## src/rtl/active_device_monitor_n.sv

```systemverilog
// Multi-channel active-device counter: saturating net count, sticky clip flags, hysteresis alarm.
// Optional peak tracker (peak_clr/peak_out) is compiled in when MONITOR_PEAK_EN is defined.
module active_device_monitor_n #(
  parameter int N_CH      = 4,
  parameter int WIDTH     = 8,
  parameter int MAX_COUNT = 255,
  parameter int HI_TH     = 200,
  parameter int LO_TH     = 150
) (
  input  logic             clk,
  input  logic             rst,
  input  logic [N_CH-1:0]  change,
  input  logic [N_CH-1:0]  on_off,
  output logic [WIDTH-1:0] counter_out,
  output logic             alarm,
  output logic             overflow,
  output logic             underflow
`ifdef MONITOR_PEAK_EN
  ,
  input  logic             peak_clr,
  output logic [WIDTH-1:0] peak_out
`endif
);

  localparam int CW = $clog2(N_CH + 1);
  localparam int DW = CW + 1;
  localparam int SW = WIDTH + 2;

  localparam logic signed [SW-1:0] MAX_S = SW'(MAX_COUNT);
  localparam logic [WIDTH-1:0]     HI_V  = WIDTH'(HI_TH);
  localparam logic [WIDTH-1:0]     LO_V  = WIDTH'(LO_TH);

  typedef enum logic {IDLE = 1'b0, ALARM = 1'b1} state_t;

  state_t                 state_q, state_d;
  logic [CW-1:0]          ups, downs;
  logic signed [DW-1:0]   delta;
  logic signed [SW-1:0]   sum;
  logic [WIDTH-1:0]       next_cnt;
  logic                   ovf_hit, udf_hit;

  // NOTE: every always_comb output gets a default first so no path leaves it unassigned (no latch).
  always_comb begin
    ups   = '0;
    downs = '0;
    for (int i = 0; i < N_CH; i++) begin
      ups   = ups   + CW'(change[i] &  on_off[i]);
      downs = downs + CW'(change[i] & ~on_off[i]);
    end
  end

  assign delta = $signed({1'b0, ups}) - $signed({1'b0, downs});
  // Sign-extend delta to the widened sum so negative totals stay representable.
  assign sum   = $signed({2'b00, counter_out}) + $signed({{(SW-DW){delta[DW-1]}}, delta});

  always_comb begin
    ovf_hit  = 1'b0;
    udf_hit  = 1'b0;
    next_cnt = sum[WIDTH-1:0];
    if (sum > MAX_S) begin
      ovf_hit  = 1'b1;
      next_cnt = WIDTH'(MAX_COUNT);
    end else if (sum < 0) begin
      udf_hit  = 1'b1;
      next_cnt = '0;
    end
  end

  // Alarm decision uses the post-clamp count so alarm and counter_out move together.
  always_comb begin
    state_d = state_q;
    case (state_q)
      IDLE:    if (next_cnt >= HI_V) state_d = ALARM;
      ALARM:   if (next_cnt <= LO_V) state_d = IDLE;
      default: state_d = IDLE;
    endcase
  end

  // NOTE: sequential state uses non-blocking assignments so all registers update from pre-edge values.
  always_ff @(posedge clk) begin
    if (rst) begin
      counter_out <= '0;
      state_q     <= IDLE;
      overflow    <= 1'b0;
      underflow   <= 1'b0;
    end else begin
      counter_out <= next_cnt;
      state_q     <= state_d;
      if (ovf_hit) overflow  <= 1'b1;
      if (udf_hit) underflow <= 1'b1;
    end
  end

  assign alarm = (state_q == ALARM);

`ifdef MONITOR_PEAK_EN
  always_ff @(posedge clk) begin
    if (rst)                       peak_out <= '0;
    else if (peak_clr)             peak_out <= next_cnt;
    else if (next_cnt > peak_out)  peak_out <= next_cnt;
  end
`endif

endmodule

```

## config.mk

```make
export PLATFORM = sky130hd
export DESIGN_NAME = active_device_monitor_n
export DESIGN_NICKNAME = d
export VERILOG_FILES = /design/src/rtl/active_device_monitor_n.sv
export SDC_FILE = /design/constraint.sdc
export NUM_CORES = 1
export LEC_CHECK = 0
export CAP_MARGIN = 5
export CORE_ASPECT_RATIO = 1.5
export CORE_MARGIN = 10
export CORE_UTILIZATION = 50
export CTS_CLUSTER_DIAMETER = 120
export DETAILED_ROUTE_END_ITERATION = 7
export GPL_TIMING_DRIVEN = 0
export PLACE_DENSITY = 0.74
export SLEW_MARGIN = 20
export SYNTH_ARGS = -nofsm -noshare
export SYNTH_HDL_FRONTEND = slang
export SYNTH_SLANG_ARGS = --single-unit
```

## constraint.sdc

```tcl
create_clock -name clk -period 8.9 [get_ports clk]
set_input_delay 0.89 -clock clk [delete_from_list [all_inputs] [get_ports clk]]
set_output_delay 0.89 -clock clk [all_outputs]
set_load 0.02 [all_outputs]
```

==> flow_metrics.tcl, run 1 <==
set metrics [dict create \
    cpMostUsedCell "ha_1" \
    status "complete, no violations" \
    final_common_cell "clkdlybuf4s50_1" \
    yosys.area.top_type "dfxtp_1" \
    max_slew.worst_pin.slew_ns 0.698 \
    topRoutingLayerUsed "met4" \
    io-pin-count 21 \
    timing.fmax_mhz 168 \
    ys_seq_elements 11 \
    synthTopCellsByArea "dfxtp_1, ha_1, fa_1, inv_1, a21oi_1" \
    syn_area_mm2 0.00113 \
    fin_crit_sh 0.670 \
    numClockSinks 11 \
    grt_max_degree 14 \
    cts_tree "built" \
    syn_nets 155 \
    synth_top_area_share 0.196 \
    setup_viol 0 \
    overflow 0 \
    core-area_mm2 0.00218 \
    hold_class "reg2reg" \
    tns_ns 0 \
    syn_to_final_growth_pct 22.7 \
    path_max_fanout 13 \
    htreeDepth 1 \
    path_cells "clkdlybuf4s50_1 > nand2b_1 > fa_1 > inv_1 > ha_1 > ha_1 > inv_1 > fa_1 > ha_1 > a21o_1 > a21oi_4 > ha_1 > buf_2 > a2111oi_2 > a21oi_1 > o21a_1 > a21oi_2 > mux2i_1 > nor2_1" \
    synthArstFlopShare 0 \
    ys_seq_area_frac 0.196 \
    switching_power_mw 0.221 \
    syn_avg_cell_area_um2 9.01 \
    seqPwrFrac 0.169 \
    clockBufferDepth 2 \
    ys.flop_type "dfxtp_1" \
    path_delay_family "adder cells" \
    hold_viol 0 \
    routed_wl_um 2430 \
    num_vias 959 \
    fp-row-count 21 \
    critPathSlowestCell "mux2i_1" \
    layout_common_cells "clkdlybuf4s50_1, inv_1, ha_1, a21oi_1, dfxtp_1" \
    dp_hpwl_um 2040 \
    crit_path_end_kind "register" \
    p_comb_frac 0.753 \
    p_leak_nw 0.593 \
    synth_edf_count 0 \
    grt_pass1_vias 977 \
    insertedDiodeCount 0 \
    cap_viol_max_count 0 \
    arrival_ns 6.11 \
    vdd_drop_max_mv 0.182 \
    drt_iter0_drc 21 \
    antenna_found_initial 0 \
    drc 0 \
    die_w_um 58.8 \
    m1WireLength_um 948 \
    grt_pass1_wl_um 4210 \
    die_h_um 78.1 \
    final_nets 180 \
    clk_pin_slew_worst_paths_ns 0.08 \
    place_congestion 0.749 \
    clk_latency_ns 0.28 \
    startpoint_type "primary input" \
    powerDensity_mw_per_mm2 334 \
    drtAntennaViolNets 0 \
    cts_resized 0 \
    internal_power_mw 0.240 \
    slew_headroom 0.522 \
    required_ns 9.04 \
    post_cts_buffers 0 \
    worst-setup-path-type "in2reg" \
    slew_viol_final 0 \
    synthCells 125 \
    cts_root_buffer "clkbuf_4" \
    fin_util 0.633 \
    drive_above_1_share 0.0940 \
    grt_usage 0.112 \
    swShare 0.479 \
    finalClockSkew_ns 0.0134 \
    numCtsBuffers 3 \
    wl_met3_um 167 \
    die_area_mm2 0.00459 \
    initial_core_util 0.516 \
    rsz0062_at_grt "false" \
    drt_pass1_iterations 4 \
    synth_cell_type_count 40 \
    portBuffers 20 \
    viasPerCell 5.58 \
    path_buf_inv 4 \
    layout_min_cycle_time_ns 5.96 \
    slowest_delay_ns 0.64 \
    p_clk_frac 0.078 \
    hold_buffers 0 \
    wl_per_cell_um 14.1 \
    route.met2.wl_um 1260 \
    yosys_warnings 0 \
]
## state kept, by name, indices dropped and copies added (netlist names)
signal	flops
counter_out	8
overflow	1
alarm	1
underflow	1
## kinds of logic after synthesis
| kind of cell | synth area share |
|---|---|
| AO/OA/AOI/OAI | 0.249 |
| flip-flops | 0.196 |
| multiplexers | 0.00889 |
| XOR/XNOR | 0.0844 |
| adder cells (fa/ha/maj) | 0.249 |
| buffers and inverters | 0.0578 |
| AND/OR/NAND/NOR | 0.156 |
## cell type report
| type | count | area [um2] |
|---|---|---|
| multi-input combinational | 97 | 841 |
| timing repair buffer | 20 | 200 |
| tap | 23 | 28.8 |
| fill | 210 | 800 |
| clock buffer | 4 | 26.3 |
| inverter | 16 | 60.1 |
| buffer | 1 | 5.00 |
| sequential | 11 | 220 |
## cell usage after synthesis (all sizes together), types with 2 or more instances
master	instances
a2111oi	2
a211oi	2
a21o	3
a21oi	13
and2	3
dfxtp	11
fa	4
ha	16
inv	16
nand2	4
nand2b	7
nor2	8
nor2b	3
o21ai	3
o21ba	2
o21bai	2
xnor2	5
xor2	5
## layer usage
metal,vias to the layer above,global-route usage
met5,-,0
met4,0,0.0415
met3,5,0.0403
met2,21,0.196
met1,446,0.115
li1,487,-
## worst reg2reg max path, stage by stage, from the launching register on
cell,delay (ns)
dfxtp_1,0.32
ha_1,0.29
buf_2,0.18
a2111oi_2,0.37
a21oi_1,0.07
o21a_1,0.15
a21oi_2,0.22
mux2i_1,0.64
nor2_1,0.11
## final timing paths
check | endpoint | start | slack (ns) | cells past startpoint
hold / removal | overflow$_SDFFE_PP0P_ | overflow$_SDFFE_PP0P_ | 0.47 | 2
hold reg to reg | overflow$_SDFFE_PP0P_ | overflow$_SDFFE_PP0P_ | 0.47 | 2
setup / recovery | counter_out[4]$_SDFF_PP0_ | on_off[0] | 2.94 | 19
setup reg to reg | counter_out[4]$_SDFF_PP0_ | counter_out[6]$_SDFF_PP0_ | 6.40 | 8
## stage by stage
step                      hold slack [ns]  power [mW]  area, um2  instances  setup slack [ns]
after CTS                           0.473       0.465       1380        172              2.85
after detailed placement            0.451       0.428       1360        168              2.56
after global placement              0.457       0.418       1360        168              2.69
final                               0.473       0.461       1380        172              2.94
after global routing                0.513       0.509       1380        172              2.56
after floorplan                     0.548       0.336       1130        125              3.55
## power groups by stage
stage | logic (mW) | registers, mW | clock network [mW]
after floorplan | 0.236 | 0.100 | 0
after global placement | 0.339 | 0.0790 | 0
after global routing | 0.389 | 0.0808 | 0.0388
final | 0.347 | 0.0779 | 0.0361
after detailed placement | 0.349 | 0.0794 | 0
after CTS | 0.351 | 0.0784 | 0.0360
No activity file was read; power rests on OpenSTA's default activity.
==> run 2, diff against run 1 <==
clock period = 5.8 ns   (was 8.9 ns; I/O delays follow)
==> flow_metrics.tcl, run 2 (synthesis gave the netlist of run 1 again) <==
set metrics [dict create \
    path_max_fanout 13 \
    required_ns 5.95 \
    layout_common_cells "clkdlybuf4s50_1, inv_1, ha_1, a21oi_1, dfxtp_1" \
    grt_pass1_wl_um 4210 \
    clk_pin_slew_worst_paths_ns 0.08 \
    fin_util 0.639 \
    grt_usage 0.112 \
    drt_iter0_drc 22 \
    post_cts_buffers 0 \
    fin_hold_ws_ns 0.474 \
    powerDensity_mw_per_mm2 511 \
    clockBufferDepth 2 \
    initial_core_util 0.516 \
    p_leak_nw 0.590 \
    multiInputGateArea_um2 853 \
    syn_to_final_growth_pct 23.8 \
    finalClockSkew_ns 0.0132 \
    timing.fmax_mhz 184 \
    final_common_cell "clkdlybuf4s50_1" \
    drc 0 \
    cts_tree "built" \
    die_area_mm2 0.00459 \
    cap_viol_max_count 0 \
    slew_viol_final 0 \
    largest_reg_flops 8 \
    hold_class "reg2reg" \
    io-pin-count 21 \
    worst-setup-path-type "in2reg" \
    slew_headroom 0.669 \
    die_w_um 58.8 \
    path_cells "clkdlybuf4s50_1 > nand2b_1 > fa_1 > inv_1 > ha_1 > ha_1 > inv_1 > fa_1 > ha_1 > a21o_1 > a21oi_4 > ha_1 > buf_2 > a2111oi_2 > a21oi_1 > o21a_1 > a21oi_2 > mux2i_4 > a21oi_1" \
    num_vias 955 \
    regMostFlops "counter_out" \
    overflow 0 \
    antenna_found_initial 0 \
    layout_min_cycle_time_ns 5.45 \
    grt_max_degree 14 \
    final_nets 180 \
    portBuffers 20 \
    fin_crit_sh 0.939 \
    cts_root_buffer "clkbuf_4" \
    drt_pass1_iterations 4 \
    place_congestion 0.749 \
    vdd_drop_max_mv 0.277 \
    insertedDiodeCount 0 \
    crit_path_end_kind "register" \
    numCtsBuffers 3 \
    cpMostUsedCell "ha_1" \
    seqCellArea_um2 220 \
    rsz0062_at_grt "false" \
    status "complete, no violations" \
    nFillCells 208 \
    die_h_um 78.1 \
    critPathSlowestCell "fa_1" \
    arrival_ns 5.60 \
    grt_pass1_vias 977 \
    p_total_mw 0.713 \
    setup_viol 0 \
    max_slew.worst_pin.slew_ns 0.484 \
    drive_above_1_share 0.101 \
    core-area_mm2 0.00218 \
    viasPerCell 5.55 \
    routed_wl_um 2430 \
    dp_hpwl_um 2040 \
    hold_buffers 0 \
    cts_resized 0 \
    hold_viol 0 \
    startpoint_type "primary input" \
    numClockSinks 11 \
    htreeDepth 1 \
    slowest_delay_ns 0.54 \
    clk_latency_ns 0.28 \
    fp-row-count 21 \
    drtAntennaViolNets 0 \
    wl_per_cell_um 14.1 \
]
run 2: changes by cell type in the layout (fill, tap and decap cells not counted):
cell / delta
mux2i_1: -1
mux2i_4: +1
run 2: metrics by stage:
step	cells	setup TNS [ns]	setup WS [ns]	area (um2)
2_1_floorplan	125	0	0.761	1130
3_3_place_gp	168	-0.662	-0.105	1360
3_5_place_dp	168	-1.69	-0.234	1360
4_1_cts	172	0	0.0644	1380
5_1_grt	172	0	0.0433	1390
6_report	172	0	0.354	1390
run 2: worst paths after layout:
kind	from	endpoint	slack, ns	cells after the start
max	on_off[0]	counter_out[6]$_SDFF_PP0_	0.35	19
min	overflow$_SDFFE_PP0P_	overflow$_SDFFE_PP0P_	0.47	2
max reg2reg	counter_out[0]$_SDFF_PP0_	alarm$_SDFF_PP0_	3.43	9
min reg2reg	overflow$_SDFFE_PP0P_	overflow$_SDFFE_PP0P_	0.47	2
run 2: cell type report:
| class | count | area share |
|---|---|---|
| Tap cell | 23 | 0.0206 |
| Multi-Input combinational cell | 97 | 0.612 |
| Buffer | 1 | 0.00359 |
| Sequential cell | 11 | 0.158 |
| Clock buffer | 4 | 0.0189 |
| Inverter | 16 | 0.0431 |
| Timing Repair Buffer | 20 | 0.144 |
run 2: worst max-delay path: cells and delay by family:
family / cells / cell delay, ns
adders and majority gates: 6 / 2.16
buffers and inverters: 4 / 0.69
muxes: 1 / 0.41
and+or+nand+nor: 1 / 0.18
AOI/OAI and AO/OA: 7 / 1.59
run 2: per-layer routing:
| metal | GRT usage | wire, um |
|---|---|---|
| met1 | 0.115 | 949 |
| met3 | 0.0403 | 167 |
| met4 | 0.0415 | 46 |
| met2 | 0.196 | 1270 |
| met5 | 0 | 0 |
run 2: power breakdown:
part / total (mW) / switching (mW) / internal (mW)
clock: 0.0548 / 0.0282 / 0.0267
sequential: 0.119 / 0.0154 / 0.104
combinational: 0.539 / 0.298 / 0.241
==> run 3, diff against run 2 <==
RECOVER_POWER = 50   (was default)
TNS_END_PERCENT = 30   (was default)
==> flow_metrics.tcl, run 3 (synthesis gave the netlist of run 1 again) <==
set metrics [dict create \
    top_usage_layer "met2" \
    max_slew.worst_pin.slew_ns 0.484 \
    nFillCells 208 \
    hold_buffers 0 \
    wl_per_cell_um 14.1 \
    rr_endpoint "alarm$_SDFF_PP0_" \
    vdd_drop_max_mv 0.276 \
    num_vias 956 \
    timing.fmax_mhz 184 \
    rr_startpoint "counter_out[0]$_SDFF_PP0_" \
    slowest_delay_ns 0.54 \
    slew_headroom 0.669 \
    placed_area_mm2 0.00136 \
    status "complete, no violations" \
    post-place-ws_ns -0.234 \
    rsz0062_at_grt "false" \
    use_met2 0.196 \
    r2r.worst_path.cells 9 \
    antenna_found_initial 0 \
    slew_viol_final 0 \
    arrival_ns 5.60 \
    syn_to_final_growth_pct 23.8 \
    grt_use_met1 0.115 \
    path_max_fanout 13 \
    drtAntennaViolNets 0 \
    use_met3 0.0403 \
    cpMostUsedCell "ha_1" \
    insertedDiodeCount 0 \
    setup_viol 0 \
    cts_tree "built" \
    final_nets 180 \
    crit_path_end_kind "register" \
    powerDensity_mw_per_mm2 504 \
    die_h_um 78.1 \
    routed_wl_um 2420 \
    htreeDepth 1 \
    path_cells "clkdlybuf4s50_1 > nand2b_1 > fa_1 > inv_1 > ha_1 > ha_1 > inv_1 > fa_1 > ha_1 > a21o_1 > a21oi_4 > ha_1 > buf_2 > a2111oi_2 > a21oi_1 > o21a_1 > a21oi_2 > mux2i_4 > a21oi_1" \
    hold_depth 2 \
    hold-path-endpoint "overflow$_SDFFE_PP0P_" \
    layout_common_cells "inv_1, ha_1, a21oi_1, dfxtp_1, dlygate4sd3_1" \
    min_from "overflow$_SDFFE_PP0P_" \
    clk_latency_ns 0.28 \
    drc 0 \
    grt_max_degree 14 \
    post_cts_buffers 0 \
    cap_viol_max_count 0 \
    finalClockSkew_ns 0.0132 \
    final_cells 172 \
    place_congestion 0.749 \
    critPathSlowestCell "fa_1" \
    grt_pass1_wl_um 4210 \
    path_buf_inv 4 \
    drive_above_1_share 0.101 \
    hold_viol 0 \
    core-area_mm2 0.00218 \
    dp_hpwl_um 2040 \
    io-pin-count 21 \
    setup_ws_ns 0.356 \
    fin_crit_sh 0.939 \
    layout_min_cycle_time_ns 5.44 \
    drt_pass1_iterations 4 \
    hold_class "reg2reg" \
    regMostFlops "counter_out" \
    drt_iter0_drc 22 \
    path_delay_family "adder cells" \
    grt_pass1_vias 977 \
    die_w_um 58.8 \
    portBuffers 20 \
    rrSetupSlack_ns 3.44 \
    stdcell_area_mm2 0.00139 \
    initial_core_util 0.516 \
    largest_reg_flops 8 \
    p_leak_nw 0.614 \
    startpoint_type "primary input" \
    clk_pin_slew_worst_paths_ns 0.08 \
    p_total_mw 0.702 \
    worst-setup-path-type "in2reg" \
    cts_root_buffer "clkbuf_4" \
    required_ns 5.95 \
    fp-row-count 21 \
    grt_usage 0.112 \
    numClockSinks 11 \
    overflow 0 \
    numCtsBuffers 3 \
    viasPerCell 5.56 \
    die_area_mm2 0.00459 \
    clockBufferDepth 2 \
    dp.cells 168 \
]
[run 3: changes by cell type in the layout (fill, tap and decap cells not counted)]
cell             before  now
clkdlybuf4s50_1      20    9
dlygate4sd3_1         0   11
[run 3: layer usage]
| metal | part of all wire | wire length (um) |
|---|---|---|
| met5 | 0 | 0 |
| met4 | 0.019 | 46 |
| met3 | 0.069 | 167 |
| met2 | 0.52 | 1260 |
| met1 | 0.39 | 945 |
[run 3: cell type report]
class	count	area [um2]	share of cell area
clock buffers	4	26.3	0.0189
multi-input cells	97	853	0.612
repair buffers	20	200	0.144
flip-flops and latches	11	220	0.158
plain buffers	1	5.00	0.00359
inverters	16	60.1	0.0431
well taps	23	28.8	0.0206
[run 3: worst max-delay path by stage]
stage	start	endpoint	depth (start not counted)
5_1_grt	on_off[0]	counter_out[6]$_SDFF_PP0_	19
3_5_place_dp	on_off[0]	counter_out[6]$_SDFF_PP0_	19
6_report	on_off[0]	counter_out[6]$_SDFF_PP0_	19
3_3_place_gp	on_off[0]	counter_out[6]$_SDFF_PP0_	19
2_1_floorplan	on_off[0]	counter_out[7]$_SDFF_PP0_	18
4_1_cts	on_off[0]	counter_out[6]$_SDFF_PP0_	19
[run 3: power by group]
group	total, mW	switching (mW)	internal (mW)
Combinational	0.529	0.298	0.231
Sequential	0.118	0.0141	0.104
Clock	0.0548	0.0282	0.0267
[run 3: what timing repair did]
action / CTS / global route
endpoints found under the hold margin: 0 / 0
resized for setup: 0 / 2
endpoints found under the setup margin: 0 / 9
[run 3: worst min-delay path, delay by kind of cell (launching register included)]
family          cells  cell delay, ns
compound gates      1            0.05
flops               1            0.33
simple gates        1            0.06
[run 3: through the flow]
step	TNS, ns	hold slack [ns]	utilization
2_1_floorplan	0	0.548	-
3_3_place_gp	-0.662	0.457	0.621
3_5_place_dp	-1.69	0.451	0.621
4_1_cts	0	0.473	0.633
5_1_grt	0	0.508	0.639
6_report	0	0.468	0.639
